[config.mk]
export PLATFORM = sky130hd
export DESIGN_NAME = rvv_alu_seq
export DESIGN_NICKNAME = d
export VERILOG_FILES = /design/src/rtl/rvv_alu_seq.sv
export SDC_FILE = /design/constraint.sdc
export NUM_CORES = 1
export LEC_CHECK = 0
export CAP_MARGIN = 10
export CORE_ASPECT_RATIO = 0.75
export CORE_MARGIN = 10
export CORE_UTILIZATION = 41
export DETAILED_ROUTE_END_ITERATION = 16
export PLACE_DENSITY = 0.84
export RECOVER_POWER = 25
export SETUP_SLACK_MARGIN = 0.4
export SLEW_MARGIN = 5
export SYNTH_ARGS = -nofsm -noshare
export SYNTH_HDL_FRONTEND = slang
export SYNTH_SLANG_ARGS = --single-unit
[constraint.sdc]
create_clock -name clk -period 5.5 [get_ports clk]
set_input_delay 1.1 -clock clk [delete_from_list [all_inputs] [get_ports clk]]
set_output_delay 1.1 -clock clk [all_outputs]
set_load 0.03 [all_outputs]
[src/rtl/rvv_alu_seq.sv]
// Vector ALU lane sequencer: walks an operation one lane chunk per cycle
// and collects the lane results into a destination image for write-back.
module rvv_alu_seq #(
    parameter int VLEN       = 128,
    parameter int LANE_WIDTH = 3
) (
    input  logic            clk,
    input  logic            reset,
    input  logic            start,
    input  logic [9:0]      vl,
    input  logic [2:0]      vsew,
    input  logic [VLEN-1:0] vd_init,
    output logic            busy,
    output logic            alu_run,
    output logic [9:0]      alu_index,
    output logic [3:0]      alu_in_reg_offset,
    input  logic [63:0]     alu_vd,
    output logic            res_valid,
    input  logic            res_ready,
    output logic [VLEN-1:0] res_vd,
    output logic            res_err
);

    localparam int LW = 1 << LANE_WIDTH;
    localparam logic [4:0] LANE_LOG = 5'(LANE_WIDTH);

    typedef enum logic [1:0] {
        IDLE,
        ISSUE,
        DONE
    } state_t;

    state_t state_q, state_d;

    logic [9:0]      c_q;
    logic [3:0]      o_q;
    logic [3:0]      cpe_m1_q;
    logic [9:0]      last_q;
    logic            err_q;
    logic [VLEN-1:0] vd_q;

    logic [4:0]  sew_log;
    logic [4:0]  shamt;
    logic [19:0] op_bits;
    logic [14:0] n_chunks;
    logic        start_err;
    logic        start_zero;
    logic [9:0]  chunk_bit;
    logic        unused_alu;

    // Operation decode straight from the request inputs; only the
    // derived values latched at start are used afterwards.
    assign sew_log  = 5'(vsew) + 5'd3;
    assign shamt    = sew_log - LANE_LOG;
    assign op_bits  = 20'(vl) << sew_log;
    assign n_chunks = 15'(vl) << shamt;

    assign start_err = (vsew > 3'd3)
                     || (sew_log < LANE_LOG)
                     || (shamt > 5'd4)
                     || (op_bits > 20'(VLEN));
    assign start_zero = (vl == 10'd0);

    assign chunk_bit  = c_q << LANE_WIDTH;
    assign unused_alu = ^alu_vd;

    always_ff @(posedge clk or posedge reset) begin
        if (reset) begin
            state_q <= IDLE;
        end else begin
            state_q <= state_d;
        end
    end

    always_comb begin
        state_d           = state_q;
        busy              = 1'b0;
        alu_run           = 1'b0;
        alu_index         = '0;
        alu_in_reg_offset = '0;
        res_valid         = 1'b0;
        unique case (state_q)
            IDLE: begin
                if (start) begin
                    if (start_err || start_zero) begin
                        state_d = DONE;
                    end else begin
                        state_d = ISSUE;
                    end
                end
            end
            ISSUE: begin
                busy              = 1'b1;
                alu_run           = 1'b1;
                alu_index         = chunk_bit;
                alu_in_reg_offset = o_q;
                if (c_q == last_q) begin
                    state_d = DONE;
                end
            end
            DONE: begin
                busy      = 1'b1;
                res_valid = 1'b1;
                if (res_ready) begin
                    state_d = IDLE;
                end
            end
            default: begin
                state_d = IDLE;
            end
        endcase
    end

    always_ff @(posedge clk or posedge reset) begin
        if (reset) begin
            c_q      <= '0;
            o_q      <= '0;
            cpe_m1_q <= '0;
            last_q   <= '0;
            err_q    <= 1'b0;
            vd_q     <= '0;
        end else begin
            unique case (state_q)
                IDLE: begin
                    if (start) begin
                        vd_q     <= vd_init;
                        err_q    <= start_err;
                        c_q      <= '0;
                        o_q      <= '0;
                        cpe_m1_q <= 4'((5'd1 << shamt) - 5'd1);
                        last_q   <= 10'(n_chunks - 15'd1);
                    end
                end
                ISSUE: begin
                    // Lane is combinational: capture in the issue cycle.
                    vd_q[chunk_bit +: LW] <= alu_vd[LW-1:0];
                    c_q <= c_q + 10'd1;
                    if (o_q == cpe_m1_q) begin
                        o_q <= '0;
                    end else begin
                        o_q <= o_q + 4'd1;
                    end
                end
                DONE: begin
                    if (res_ready) begin
                        err_q <= 1'b0;
                    end
                end
                default: begin
                    err_q <= 1'b0;
                end
            endcase
        end
    end

    assign res_vd  = vd_q;
    assign res_err = err_q;

endmodule

==> flow_metrics.py <==
metrics = {
    "global_routing": {
        "busiest_layer": "met2",
        "antenna_found_initial": 0,
        "grt_pass1_wl_um": 52400,
        "grt_max_degree": 160,
        "grt_usage": 0.226,
        "overflow": 0,
        "grt_util_met2": 0.353,
        "grt_pass1_vias": 8751,
        "grtUsageMet3": 0.0647,
        "grt.met1_usage": 0.288,
    },
    "logic_synthesis": {
        "ys_seq_area_frac": 0.426,
        "ys_dominant_reg_cell": "dfrtp_1",
        "synth-async-reset-ratio": 1.00,
        "syn-cell-area_mm2": 0.00933,
        "yosys_warnings": 0,
        "syn_inst": 866,
        "ys_ff_latch": 159,
        "synth_edf_count": 0,
        "yosys.cell_types.count": 68,
        "syn_area_per_cell_um2": 10.8,
    },
    "detailed_routing": {
        "viasPerCell": 6.02,
        "wire_per_inst_um": 24.0,
        "drtAntennaViolNets": 0,
        "drt-initial-drc-count": 865,
        "routed_wl_um": 34400,
        "remaining_drc_errors": 0,
        "drt-pass1-iter-count": 7,
        "vias": 8609,
    },
    "sta": {
        "max_freq_mhz": 241,
        "fin_crit_ps": 4140,
        "finalSetupViolations": 0,
        "timing.setup.tns_ps": 0,
        "hold_violations": 0,
        "worst_slack_ps": 1360,
        "fin_crit_sh": 0.753,
        "rsz0062_at_grt": "no",
        "max_slew.worst_pin.slew_ps": 1140,
        "skew_ps": 9.70,
        "timing.final.max_slew_violations": 0,
        "max-slew-margin-rel": 0.236,
    },
    "clock_tree": {
        "cts_buffers": 17,
        "cts_sinks": 159,
        "clock_insertion_delay_worst_skew_ps": 430,
        "clkTransAtPathRegs_ps": 70,
        "postCtsHoldBufs": 0,
        "cts_tree": "done",
        "htree_levels": 4,
        "post-cts-setup-buffers": 0,
        "cts.path.max_buffers": 2,
        "root_buffer": "clkbuf_16",
        "cts_resized": 0,
    },
    "critical_path": {
        "r2r_setup_slack_ps": 1960,
        "endpoint_kind": "register",
        "required_ps": 5850,
        "path_max_fanout": 17,
        "startpoint_type": "input pin",
        "arrival_ps": 4490,
        "worstSetupPathType": "input pin to register",
    },
    "placed_design": {
        "place_congestion": 0.877,
        "port_buffers": 295,
        "hpwl_um": 25800,
        "dp.cells": 1399,
        "pre_cts_ws_ps": 1020,
    },
    "floorplan": {
        "pin_count": 355,
        "fp-row-count": 47,
        "start_util": 0.420,
        "core_mm2": 0.0222,
        "fp.dieW_um": 194,
        "die_y_um": 151,
        "fp.dieArea_mm2": 0.0293,
    },
    "run_status": {
        "status": "finished clean",
    },
    "final_layout": {
        "drive_gt1_frac": 0.0686,
        "nFillCells": 1821,
        "insertedDiodeCount": 0,
        "final_cell_mix": "clkdlybuf4s50_1 (294), dfrtp_1 (159), mux2_1 (120), o2bb2ai_1 (98), nand2_1 (57)",
        "multi_input_area_mm2": 0.00504,
        "final_common_cell": "clkdlybuf4s50_1",
        "seqCellArea_mm2": 0.00398,
        "area_growth_pct": 39.9,
        "final_util": 0.587,
        "instances_no_fill": 1431,
        "nets": 1346,
    },
    "pwr": {
        "p_leak_nw": 5.12,
        "irDropWorstVdd_v": 0.000316,
        "fin_total_pwr_mw": 6.47,
        "p_per_area_mw_per_mm2": 495,
    },
    "flow_run": {
        "maxCapViolCount": 0,
    },
    "worst_hold_path": {
        "hold_path_class": "register to register",
    },
}
per-stage QoR:
step	area (um^2)	hold WS, ps
4_1_cts	13100	490
2_1_floorplan	9340	467
3_5_place_dp	12500	475
5_1_grt	13100	500
6_report	13100	481
3_3_place_gp	12500	466
cells by family (layout without fill, tap and decap cells):
| group | Yosys count | count (layout) | synth area share |
|---|---|---|---|
| multiplexers | 138 | 138 | 0.169 |
| adder cells (fa/ha/maj) | 13 | 13 | 0.0174 |
| other | 1 | 3 | 0.000402 |
| AO/OA/AOI/OAI | 239 | 239 | 0.204 |
| AND/OR/NAND/NOR | 209 | 209 | 0.121 |
| buffers and inverters | 80 | 349 | 0.0363 |
| XOR/XNOR | 27 | 27 | 0.0253 |
| flip-flops | 159 | 159 | 0.426 |
worst paths after layout:
path,startpoint,end,cells past startpoint
max,vsew[1],last_q[8]$_DFFE_PP0P_,9
max reg2reg,c_q[0]$_DFFE_PP0P_,res_vd[108]$_DFFE_PP0P_,8
min in group asynchronous,reset,res_vd[62]$_DFFE_PP0P_,3
max in group asynchronous,reset,res_vd[0]$_DFFE_PP0P_,3
min,res_vd[6]$_DFFE_PP0P_,res_vd[6]$_DFFE_PP0P_,2
min reg2reg,res_vd[6]$_DFFE_PP0P_,res_vd[6]$_DFFE_PP0P_,2
cell usage after synthesis (4+ instances only):
cell       count  share of area
a21o_1         5         0.0040
a21oi_1       10         0.0054
a21oi_2       14          0.013
a22oi_1        9         0.0072
a31oi_1        6         0.0040
a32o_1        24          0.026
and2_1        19          0.013
and3_1         4         0.0027
buf_2         10         0.0054
buf_4          5         0.0040
clkbuf_1      49          0.020
dfrtp_1      159           0.43
ha_1          13          0.017
inv_1         11         0.0044
mux2_1       120           0.14
mux2i_1       12          0.013
nand2_1       57          0.023
nand2b_1       6         0.0040
nand3_1       28          0.015
nand3b_1       6         0.0048
nand4_1       14         0.0094
nand4_2        4         0.0054
nor2_1        28          0.011
nor2b_1       10         0.0067
nor3_1         8         0.0043
nor4_1         5         0.0034
o211ai_1       4         0.0032
o21ai_0       23          0.012
o21ai_1       16         0.0086
o2bb2ai_1     98          0.092
or3_1          4         0.0027
xnor2_1        9         0.0084
xor2_1        18          0.017
power by group:
group / leakage, nW / total [mW] / internal (mW) / switching, mW
combinational: 2.93 / 3.25 / 1.38 / 1.87
sequential: 1.90 / 2.02 / 1.71 / 0.307
clock: 0.289 / 1.20 / 0.654 / 0.543
total: 5.12 / 6.47 / 3.75 / 2.72
cell type report:
| cell class | instances | share of cell area |
|---|---|---|
| Clock inverter | 14 | 0.0111 |
| Sequential cell | 159 | 0.305 |
| Multi-Input combinational cell | 629 | 0.386 |
| Clock buffer | 18 | 0.0336 |
| Tap cell | 294 | 0.0282 |
| Timing Repair Buffer | 304 | 0.232 |
| Inverter | 13 | 0.00403 |
sequential cells by signal, summed over array words and instances, names as in the netlist:
| signal | cells |
|---|---|
| cpe_m1_q | 4 |
| c_q | 10 |
| res_err | 1 |
| last_q | 10 |
| res_vd | 128 |
| state_q | 2 |
| o_q | 4 |
worst max-delay path, stage by stage:
cell and delay (ps):
clkdlybuf4s50_1 650, inv_1 180, ha_1 640, a21boi_0 250, a2111oi_0 870, a311oi_1 190, a21boi_1 220, a31o_1 220
a31oi_1 160
per-layer routing:
layer / vias up / part of all wire
met2: 479 / 0.47
met3: 74 / 0.094
li1: 3795 / -
met5: - / 0
met4: 0 / 0.033
met1: 4261 / 0.41
Note: power is estimated with default switching activity, not from simulation.
